$ cat src/rtl/hemaia_clk_div_seq_pkg.sv
// Shared types and helpers for the HeMAiA clock-divider reconfiguration sequencer.
package hemaia_clk_div_seq_pkg;

  localparam int unsigned ReqChanW = 8;
  localparam int unsigned ReqDivW  = 16;

  typedef enum logic [2:0] {
    IDLE,
    GATE,
    LOAD,
    SETTLE,
    RESP
  } clk_div_seq_state_e;

  // Sized for the widest supported configuration; the top uses the low bits.
  typedef struct packed {
    logic [ReqChanW-1:0] chan;
    logic [ReqDivW-1:0]  divisor;
  } clk_div_req_t;

  function automatic int unsigned seq_timer_width(input int unsigned gate_cycles,
                                                  input int unsigned settle_cycles);
    int unsigned longest;
    longest = (gate_cycles > settle_cycles) ? gate_cycles : settle_cycles;
    return $clog2(longest + 1);
  endfunction

endpackage

$ cat src/rtl/hemaia_clk_div_seq_timer.sv
// Loadable down-counter; done_o pulses (registered) once the loaded count has elapsed.
module hemaia_clk_div_seq_timer #(
  parameter int unsigned Width = 6
) (
  input  logic             clk_i,
  input  logic             rst_ni,
  input  logic             start_i,
  input  logic [Width-1:0] load_i,
  output logic             done_o
);

  logic [Width-1:0] cnt_q;
  logic             done_q;

  // Loading N raises done_o N cycles after the start edge, so the owner
  // leaves its state after N+1 cycles.
  always_ff @(posedge clk_i or negedge rst_ni) begin
    if (!rst_ni) begin
      cnt_q  <= '0;
      done_q <= 1'b0;
    end else if (start_i) begin
      cnt_q  <= load_i;
      done_q <= (load_i == '0);
    end else if (cnt_q != '0) begin
      cnt_q  <= cnt_q - Width'(1);
      done_q <= (cnt_q == Width'(1));
    end else begin
      done_q <= 1'b0;
    end
  end

  assign done_o = done_q;

endmodule

$ cat src/rtl/hemaia_clk_div_sequencer.sv
// Sequences glitch-free divisor changes: gate, load, settle, ungate, respond.
module hemaia_clk_div_sequencer
  import hemaia_clk_div_seq_pkg::*;
#(
  parameter int unsigned NumChannels      = 4,
  parameter int unsigned MaxDivisionWidth = 4,
  parameter int unsigned DefaultDivision  = 1,
  parameter int unsigned GateCycles       = 2,
  parameter int unsigned SettleCycles     = 32,
  parameter int unsigned ChanW            = (NumChannels > 1) ? $clog2(NumChannels) : 1
) (
  input  logic                                   clk_i,
  input  logic                                   rst_ni,
  input  logic                                   req_valid_i,
  output logic                                   req_ready_o,
  input  logic [ChanW-1:0]                       req_chan_i,
  input  logic [MaxDivisionWidth-1:0]            req_divisor_i,
  output logic                                   rsp_valid_o,
  input  logic                                   rsp_ready_i,
  output logic                                   rsp_error_o,
  output logic [NumChannels*MaxDivisionWidth-1:0] divisor_o,
  output logic [NumChannels-1:0]                 divisor_valid_o,
  output logic [NumChannels-1:0]                 clk_en_o,
  output logic                                   busy_o
);

  localparam int unsigned TimerW = seq_timer_width(GateCycles, SettleCycles);
  localparam logic [TimerW-1:0] GateLoad   = TimerW'(GateCycles - 1);
  localparam logic [TimerW-1:0] SettleLoad = TimerW'(SettleCycles - 1);
  localparam logic [ChanW:0]    NumChan    = (ChanW + 1)'(NumChannels);
  localparam logic [MaxDivisionWidth-1:0] DefDiv = MaxDivisionWidth'(DefaultDivision);

  clk_div_seq_state_e state_q;
  clk_div_req_t       req_q;

  logic [NumChannels-1:0][MaxDivisionWidth-1:0] divisor_q;
  logic [NumChannels-1:0]                       divisor_valid_q;
  logic [NumChannels-1:0]                       clk_en_q;
  logic                                         rsp_valid_q;
  logic                                         rsp_error_q;

  logic                        req_err;
  logic                        req_noop;
  logic [MaxDivisionWidth-1:0] cur_div;
  logic [ChanW-1:0]            sel_chan;
  logic                        timer_start;
  logic [TimerW-1:0]           timer_load;
  logic                        timer_done;
  logic                        unused_req_bits;

  assign sel_chan        = req_q.chan[ChanW-1:0];
  assign unused_req_bits = ^{req_q.chan[ReqChanW-1:ChanW], req_q.divisor[ReqDivW-1:MaxDivisionWidth]};

  // Channel lookup by loop so an out-of-range index never reads past the array.
  always_comb begin
    cur_div = '0;
    for (int unsigned c = 0; c < NumChannels; c++) begin
      if (ChanW'(c) == req_chan_i) cur_div = divisor_q[c];
    end
    req_err  = ({1'b0, req_chan_i} >= NumChan) || (req_divisor_i == '0);
    req_noop = !req_err && (req_divisor_i == cur_div);
  end

  // The timer restarts on every state change, mirroring the FSM transitions below.
  always_comb begin
    timer_start = 1'b0;
    timer_load  = '0;
    unique case (state_q)
      IDLE: begin
        timer_start = req_valid_i;
        timer_load  = (req_err || req_noop) ? '0 : GateLoad;
      end
      GATE:    timer_start = timer_done;
      LOAD: begin
        timer_start = 1'b1;
        timer_load  = SettleLoad;
      end
      SETTLE:  timer_start = timer_done;
      RESP:    timer_start = rsp_ready_i;
      default: timer_start = 1'b0;
    endcase
  end

  hemaia_clk_div_seq_timer #(
    .Width (TimerW)
  ) i_timer (
    .clk_i   (clk_i),
    .rst_ni  (rst_ni),
    .start_i (timer_start),
    .load_i  (timer_load),
    .done_o  (timer_done)
  );

  always_ff @(posedge clk_i or negedge rst_ni) begin
    if (!rst_ni) begin
      state_q         <= IDLE;
      req_q           <= '0;
      divisor_q       <= {NumChannels{DefDiv}};
      divisor_valid_q <= '0;
      clk_en_q        <= '1;
      rsp_valid_q     <= 1'b0;
      rsp_error_q     <= 1'b0;
    end else begin
      divisor_valid_q <= '0;
      unique case (state_q)
        IDLE: begin
          if (req_valid_i) begin
            req_q <= '{chan: ReqChanW'(req_chan_i), divisor: ReqDivW'(req_divisor_i)};
            if (req_err || req_noop) begin
              state_q     <= RESP;
              rsp_valid_q <= 1'b1;
              rsp_error_q <= req_err;
            end else begin
              state_q <= GATE;
              for (int unsigned c = 0; c < NumChannels; c++) begin
                if (ChanW'(c) == req_chan_i) clk_en_q[c] <= 1'b0;
              end
            end
          end
        end
        GATE: begin
          if (timer_done) begin
            state_q <= LOAD;
            for (int unsigned c = 0; c < NumChannels; c++) begin
              if (ChanW'(c) == sel_chan) begin
                divisor_q[c]       <= req_q.divisor[MaxDivisionWidth-1:0];
                divisor_valid_q[c] <= 1'b1;
              end
            end
          end
        end
        LOAD: state_q <= SETTLE;
        SETTLE: begin
          if (timer_done) begin
            state_q     <= RESP;
            rsp_valid_q <= 1'b1;
            rsp_error_q <= 1'b0;
            for (int unsigned c = 0; c < NumChannels; c++) begin
              if (ChanW'(c) == sel_chan) clk_en_q[c] <= 1'b1;
            end
          end
        end
        RESP: begin
          if (rsp_ready_i) begin
            state_q     <= IDLE;
            rsp_valid_q <= 1'b0;
            rsp_error_q <= 1'b0;
          end
        end
        default: state_q <= IDLE;
      endcase
    end
  end

  assign req_ready_o     = (state_q == IDLE);
  assign busy_o          = (state_q != IDLE);
  assign rsp_valid_o     = rsp_valid_q;
  assign rsp_error_o     = rsp_error_q;
  assign divisor_o       = divisor_q;
  assign divisor_valid_o = divisor_valid_q;
  assign clk_en_o        = clk_en_q;

endmodule

$ cat config.mk
export PLATFORM = sky130hd
export DESIGN_NAME = hemaia_clk_div_sequencer
export DESIGN_NICKNAME = d
export VERILOG_FILES = /design/src/rtl/hemaia_clk_div_seq_pkg.sv /design/src/rtl/hemaia_clk_div_seq_timer.sv /design/src/rtl/hemaia_clk_div_sequencer.sv
export SDC_FILE = /design/constraint.sdc
export NUM_CORES = 1
export LEC_CHECK = 0
export ABC_AREA = 1
export CAP_MARGIN = 20
export CORE_ASPECT_RATIO = 1.4
export CORE_UTILIZATION = 35
export DETAILED_ROUTE_END_ITERATION = 12
export PLACE_DENSITY = 0.56
export RECOVER_POWER = 100
export SKIP_LAST_GASP = 1
export SLEW_MARGIN = 20
export SYNTH_ARGS = -nofsm -noshare
export SYNTH_HDL_FRONTEND = slang
export SYNTH_SLANG_ARGS = --single-unit
export TNS_END_PERCENT = 20
$ cat constraint.sdc
create_clock -name clk_i -period 2.3 [get_ports clk_i]
set_clock_uncertainty 0.05 [all_clocks]
set_input_delay 0.345 -clock clk_i [delete_from_list [all_inputs] [get_ports clk_i]]
set_output_delay 0.345 -clock clk_i [all_outputs]
set_load 0.01 [all_outputs]
Word level (Yosys, flattened, before mapping)
Cells that the tools add are included.
Cells by class
  $add $sub $neg: 1
  equality and inequality tests: 26
  multiplexer cells: 44
  reduce and logical (&&, ||, !) cells: 25
Operator list (number)
  $mux W4: 9
  $reduce_and A6 Y1: 4
  $mux W1: 22
  $mux W3: 5
  $pmux W3 S5: 1
  $ne A2 B1 Y1 const B: 7
  $ne A2 B2 Y1 const B: 7
  $mux W6: 2
  $reduce_and A3 Y1: 4
  $pmux W5 S2: 1
  $eq A2 B2 Y1 const A: 4
  $pmux W4 S2: 1
  $eq A3 B2 Y1 const B: 2
  $eq A6 B1 Y1 const B: 1
  $logic_not A6 Y1: 1
  $pmux W1 S3: 2
  $reduce_bool A3 Y1: 2
  $reduce_bool A6 Y1: 1
  $sub A6 B1 Y6 const B: 1
  $reduce_and A5 Y1: 1
  $eq A1 B2 Y1 const A: 2
  $eq A4 B4 Y1: 1
  $logic_not A2 Y1: 2
  $logic_not A4 Y1: 1
  other kinds (11): 12
Storage, ports and cells
  bits in registers: 42
  output and inout port bits: 28
  logic and storage cells: 112

Depth between registers and ports, before layout
  depth in word-level cells: 12
  depth in mapped cells: 17
  gate-level depth less buffers: 16

By module
Synthesis repeated with hierarchy kept, for this count alone.
Unflattened totals
  cells, all modules: 286
  area, all modules: 2279.7 µm²
Modules (own cells, without submodules)
  hemaia_clk_div_sequencer: times used 1, cells an instance 226, area each 1810.5 µm²
  hemaia_clk_div_seq_timer: times used 1, cells an instance 60, area each 469.2 µm²

Least setup slack after synthesis
OpenSTA, ideal clock, no wires.
  kind: flip-flop to flip-flop
  start: reg state_q[1]
  end: reg i_timer.cnt_q[0]
  library setup time: 113 ps
  arrival: 1533 ps
  data required time: 2137 ps
  path slack: 604 ps
  stages on the path, launching flop included: 12
  period minus slack after synthesis: 1696 ps
  path through: dfrtp_1 > nor2_2 > inv_2 > nor2_4 > inv_2 > or2_4 > nand3_2 > o22ai_4 > nor2_8 > nand2_1 > nand2_1 > inv_1
On the way
  elaborated cells on any way between the ends: 10
  classes of those cells: 4 x eq/ne; 3 x mux; 3 x reduce/logical
RTL lines
  start: declaration: RTL line hemaia_clk_div_sequencer.sv:33  | clk_div_seq_state_e state_q;
  start signal: assignment: RTL line hemaia_clk_div_sequencer.sv:96  | state_q <= IDLE;
  start signal: assignment: RTL line hemaia_clk_div_sequencer.sv:110  | state_q <= RESP;
  start signal: assignment: RTL line hemaia_clk_div_sequencer.sv:114  | state_q <= GATE;
  $logic_not A3 Y1 *
  net req_ready_o: RTL line hemaia_clk_div_sequencer.sv:15  | output logic req_ready_o,
  $pmux W1 S4 / $pmux W5 S2 (equally long branches): RTL line hemaia_clk_div_sequencer.sv:68  | unique case (state_q)
  $mux W6 / $reduce_bool A2 Y1 (equally long branches)
  end signal: assignment: RTL line hemaia_clk_div_seq_timer.sv:22  | cnt_q <= load_i;
  end signal: assignment: RTL line hemaia_clk_div_seq_timer.sv:25  | cnt_q <= cnt_q - Width'(1);
  end: declaration: RTL line hemaia_clk_div_seq_timer.sv:12  | logic [Width-1:0] cnt_q;
Mark *: on every way through the listed nets, which the timed path passes. The rest lies on a longest branch.
A chain may end at the register's enable or synchronous reset.

Worst setup path in the final report
  start: reg state_q[1]
  end: out req_ready_o
On the way
  longest elaborated chain between the ends: 1
RTL lines
  $logic_not A3 Y1: RTL line hemaia_clk_div_sequencer.sv:155  | assign req_ready_o = (state_q == IDLE);
  end: declaration: RTL line hemaia_clk_div_sequencer.sv:15
Every way passes these cells.

==> results.py <==
metrics = {
    "grt": {
        "grt_pass1_vias": 1798,
        "grt_use_total": 0.174,
        "grt_pass1_wl_um": 8280,
        "antenna_found_initial": 0,
        "grt_max_degree": 23,
        "grt.overflow.total": 0,
    },
    "drt": {
        "routedWlPerCell_um": 12.8,
        "antenna_left": 0,
        "drt-initial-drc-count": 100,
        "drc": 0,
        "first_pass_iters": 4,
        "vias": 1910,
        "drt-total-wl_um": 5040,
        "via_per_inst": 4.86,
    },
    "worst_setup_path": {
        "cp.arrival_ns": 1.77,
        "path_max_fanout": 4,
        "crit_path_end_kind": "output pin",
        "worstRegToRegCells": 12,
        "cp-start-kind": "flop",
        "critPathKind": "flop to output pin",
        "critPathRequiredTime_ns": 1.90,
    },
    "sta": {
        "slew_headroom": 0.114,
        "final_hold_viol_count": 0,
        "rsz0062_at_grt": "no",
        "finalSetupViolCount": 0,
        "fin_crit_ns": 2.16,
        "tightestPinTransition_ns": 1.33,
        "maxSlewViolCount": 0,
        "fin_crit_sh": 0.941,
        "clock.fmax_mhz": 462,
        "setup_ws_ns": 0.137,
    },
    "outcome": {
        "run_status": "finished, final reports clean",
    },
    "worst_hold_path": {
        "min_path_type": "flop to flop",
        "min_path_cells": 2,
    },
    "final_layout": {
        "diodes": 0,
        "syn_to_final_growth_pct": 28.7,
        "final_common_cell": "nand2_1",
        "fin_area_mm2": 0.00279,
        "fin_nets": 334,
        "layout_common_cells": "88 x nand2_1, 34 x dfrtp_1, 31 x inv_1, 28 x dlygate4sd3_1, 25 x o21ai_0",
        "drive_above_1_share": 0.121,
    },
    "yosys": {
        "ys.flop_type": "dfrtp_1",
        "synth_edf_count": 0,
        "ys_warn_count": 0,
        "avgSynthCellArea_um2": 7.93,
        "async_flop_share": 1.00,
        "synthDistinctLibCells": 29,
        "synthCells": 273,
        "yosys_register_bits": 42,
        "synth_area_mm2": 0.00217,
        "ys_seq_area_frac": 0.490,
        "synth_nets": 285,
    },
    "pwr": {
        "powerDensity_mw_per_mm2": 1270,
        "ir_drop_mv": 0.607,
        "p_leak_nw": 1.42,
    },
    "place": {
        "gp_congestion": 0.845,
        "dp_hpwl_um": 3880,
        "port_buffers": 37,
        "dpl_worst_slack_ns": -0.00958,
        "placed_cell_area_mm2": 0.00267,
    },
    "floorplanning": {
        "floorplan.initialDensity": 0.367,
        "die_y_um": 95.1,
        "die_area_mm2": 0.00651,
        "io_pins": 38,
        "rows": 33,
        "fp.dieW_um": 68.5,
        "coreArea_mm2": 0.00590,
    },
    "clock_tree": {
        "clk_pin_slew_ns": 0.09,
        "cts_tree": "yes",
        "clock_latency_ns": 0.30,
        "numCtsBuffers": 5,
        "clockBufferDepth": 2,
        "cts.repair.resized": 0,
        "htreeDepth": 2,
        "cts_sinks": 42,
        "post_cts_buffers": 0,
        "cts-root-buf": "clkbuf_8",
    },
    "flow_run": {
        "cap_viol_max_count": 0,
    },
}
[worst max-delay path, stage by stage (launching register included)]
cell,delay (ns)
dfrtp_1,0.42
nor2_1,0.16
inv_1,0.12
nor2_4,0.15
dlygate4sd3_1,0.62
[registers in the layout, indices dropped and copies added, names as in the netlist]
signal           count
state_q              3
divisor_valid_o      4
rsp_valid_o          1
clk_en_o             4
i_timer.done_o       1
divisor_o           16
req_q                6
rsp_error_o          1
i_timer.cnt_q        6
[synthesized netlist by cell type, types with 2 or more instances]
master / count / area (µm²)
nor2_1: 22 / 82.6
inv_2: 8 / 30.0
o21ai_0: 21 / 105
o21ai_1: 6 / 30.0
ha_1: 2 / 25.0
nand2_1: 88 / 330
nand3_2: 2 / 20.0
mux2_2: 4 / 45.0
nand3_1: 17 / 85.1
dfrtp_1: 34 / 851
nor3_2: 3 / 30.0
clkbuf_1: 3 / 11.3
nand4_1: 4 / 25.0
inv_1: 28 / 105
dfstp_2: 8 / 210
a21oi_1: 10 / 50.1
[stage by stage]
| stage | utilization | total power, mW | std cells | setup TNS, ns | hold WS, ns |
|---|---|---|---|---|---|
| after floorplan | - | 2.34 | 273 | 0 | -0.000591 |
| after global placement | 0.453 | 2.93 | 384 | 0 | 0.307 |
| after detailed placement | 0.453 | 2.95 | 384 | -0.00958 | 0.313 |
| after CTS | 0.478 | 3.70 | 393 | 0 | 0.416 |
| after global routing | 0.472 | 3.84 | 393 | 0 | 0.429 |
| final | 0.472 | 3.54 | 393 | 0 | 0.411 |
[kinds of logic (layout without fill, tap and decap cells)]
| logic type | count (synthesis) | in the layout | synth area share |
|---|---|---|---|
| simple gates | 143 | 143 | 0.295 |
| flops | 42 | 42 | 0.490 |
| compound gates | 41 | 41 | 0.108 |
| buf+inv | 40 | 90 | 0.0711 |
| mux | 4 | 4 | 0.0208 |
| fa+ha+maj | 2 | 2 | 0.0116 |
| xor+xnor | 1 | 1 | 0.00404 |
[area by class of cell]
class	count	area, µm²
Sequential cell	42	1060
Timing Repair Buffer	46	435
Multi-Input combinational cell	191	926
Inverter	36	135
Fill cell	596	3120
Clock buffer	6	82.6
Tap cell	70	87.6
Clock inverter	2	60.1
[per-layer routing]
layer	global-route usage	share of wire	vias up
li1	-	-	969
met1	0.207	0.43	897
met2	0.301	0.52	37
met3	0.0299	0.026	7
met4	0.0729	0.015	0
met5	0	0	-
[power by group]
| group | switching [mW] | internal [mW] |
|---|---|---|
| clock network | 0.265 | 0.463 |
| registers | 0.231 | 1.05 |
| logic | 0.901 | 0.631 |
[final timing paths]
check / start / end / slack [ns]
setup reg to reg: state_q[1] / i_timer.cnt_q[0] / 0.27
hold / removal: clk_en_o[2] / clk_en_o[2] / 0.41
setup / recovery: state_q[1] / req_ready_o / 0.14
hold reg to reg: clk_en_o[2] / clk_en_o[2] / 0.41
max in group asynchronous: rst_ni / divisor_o[12] / 0.57
min in group asynchronous: rst_ni / divisor_valid_o[1] / 0.80
[timing repair]
action,in CTS,in global routing
endpoints found under the hold margin,15,0
endpoints found under the setup margin,0,0
hold buffers,1,0
No activity file was read; power rests on OpenSTA's default activity.
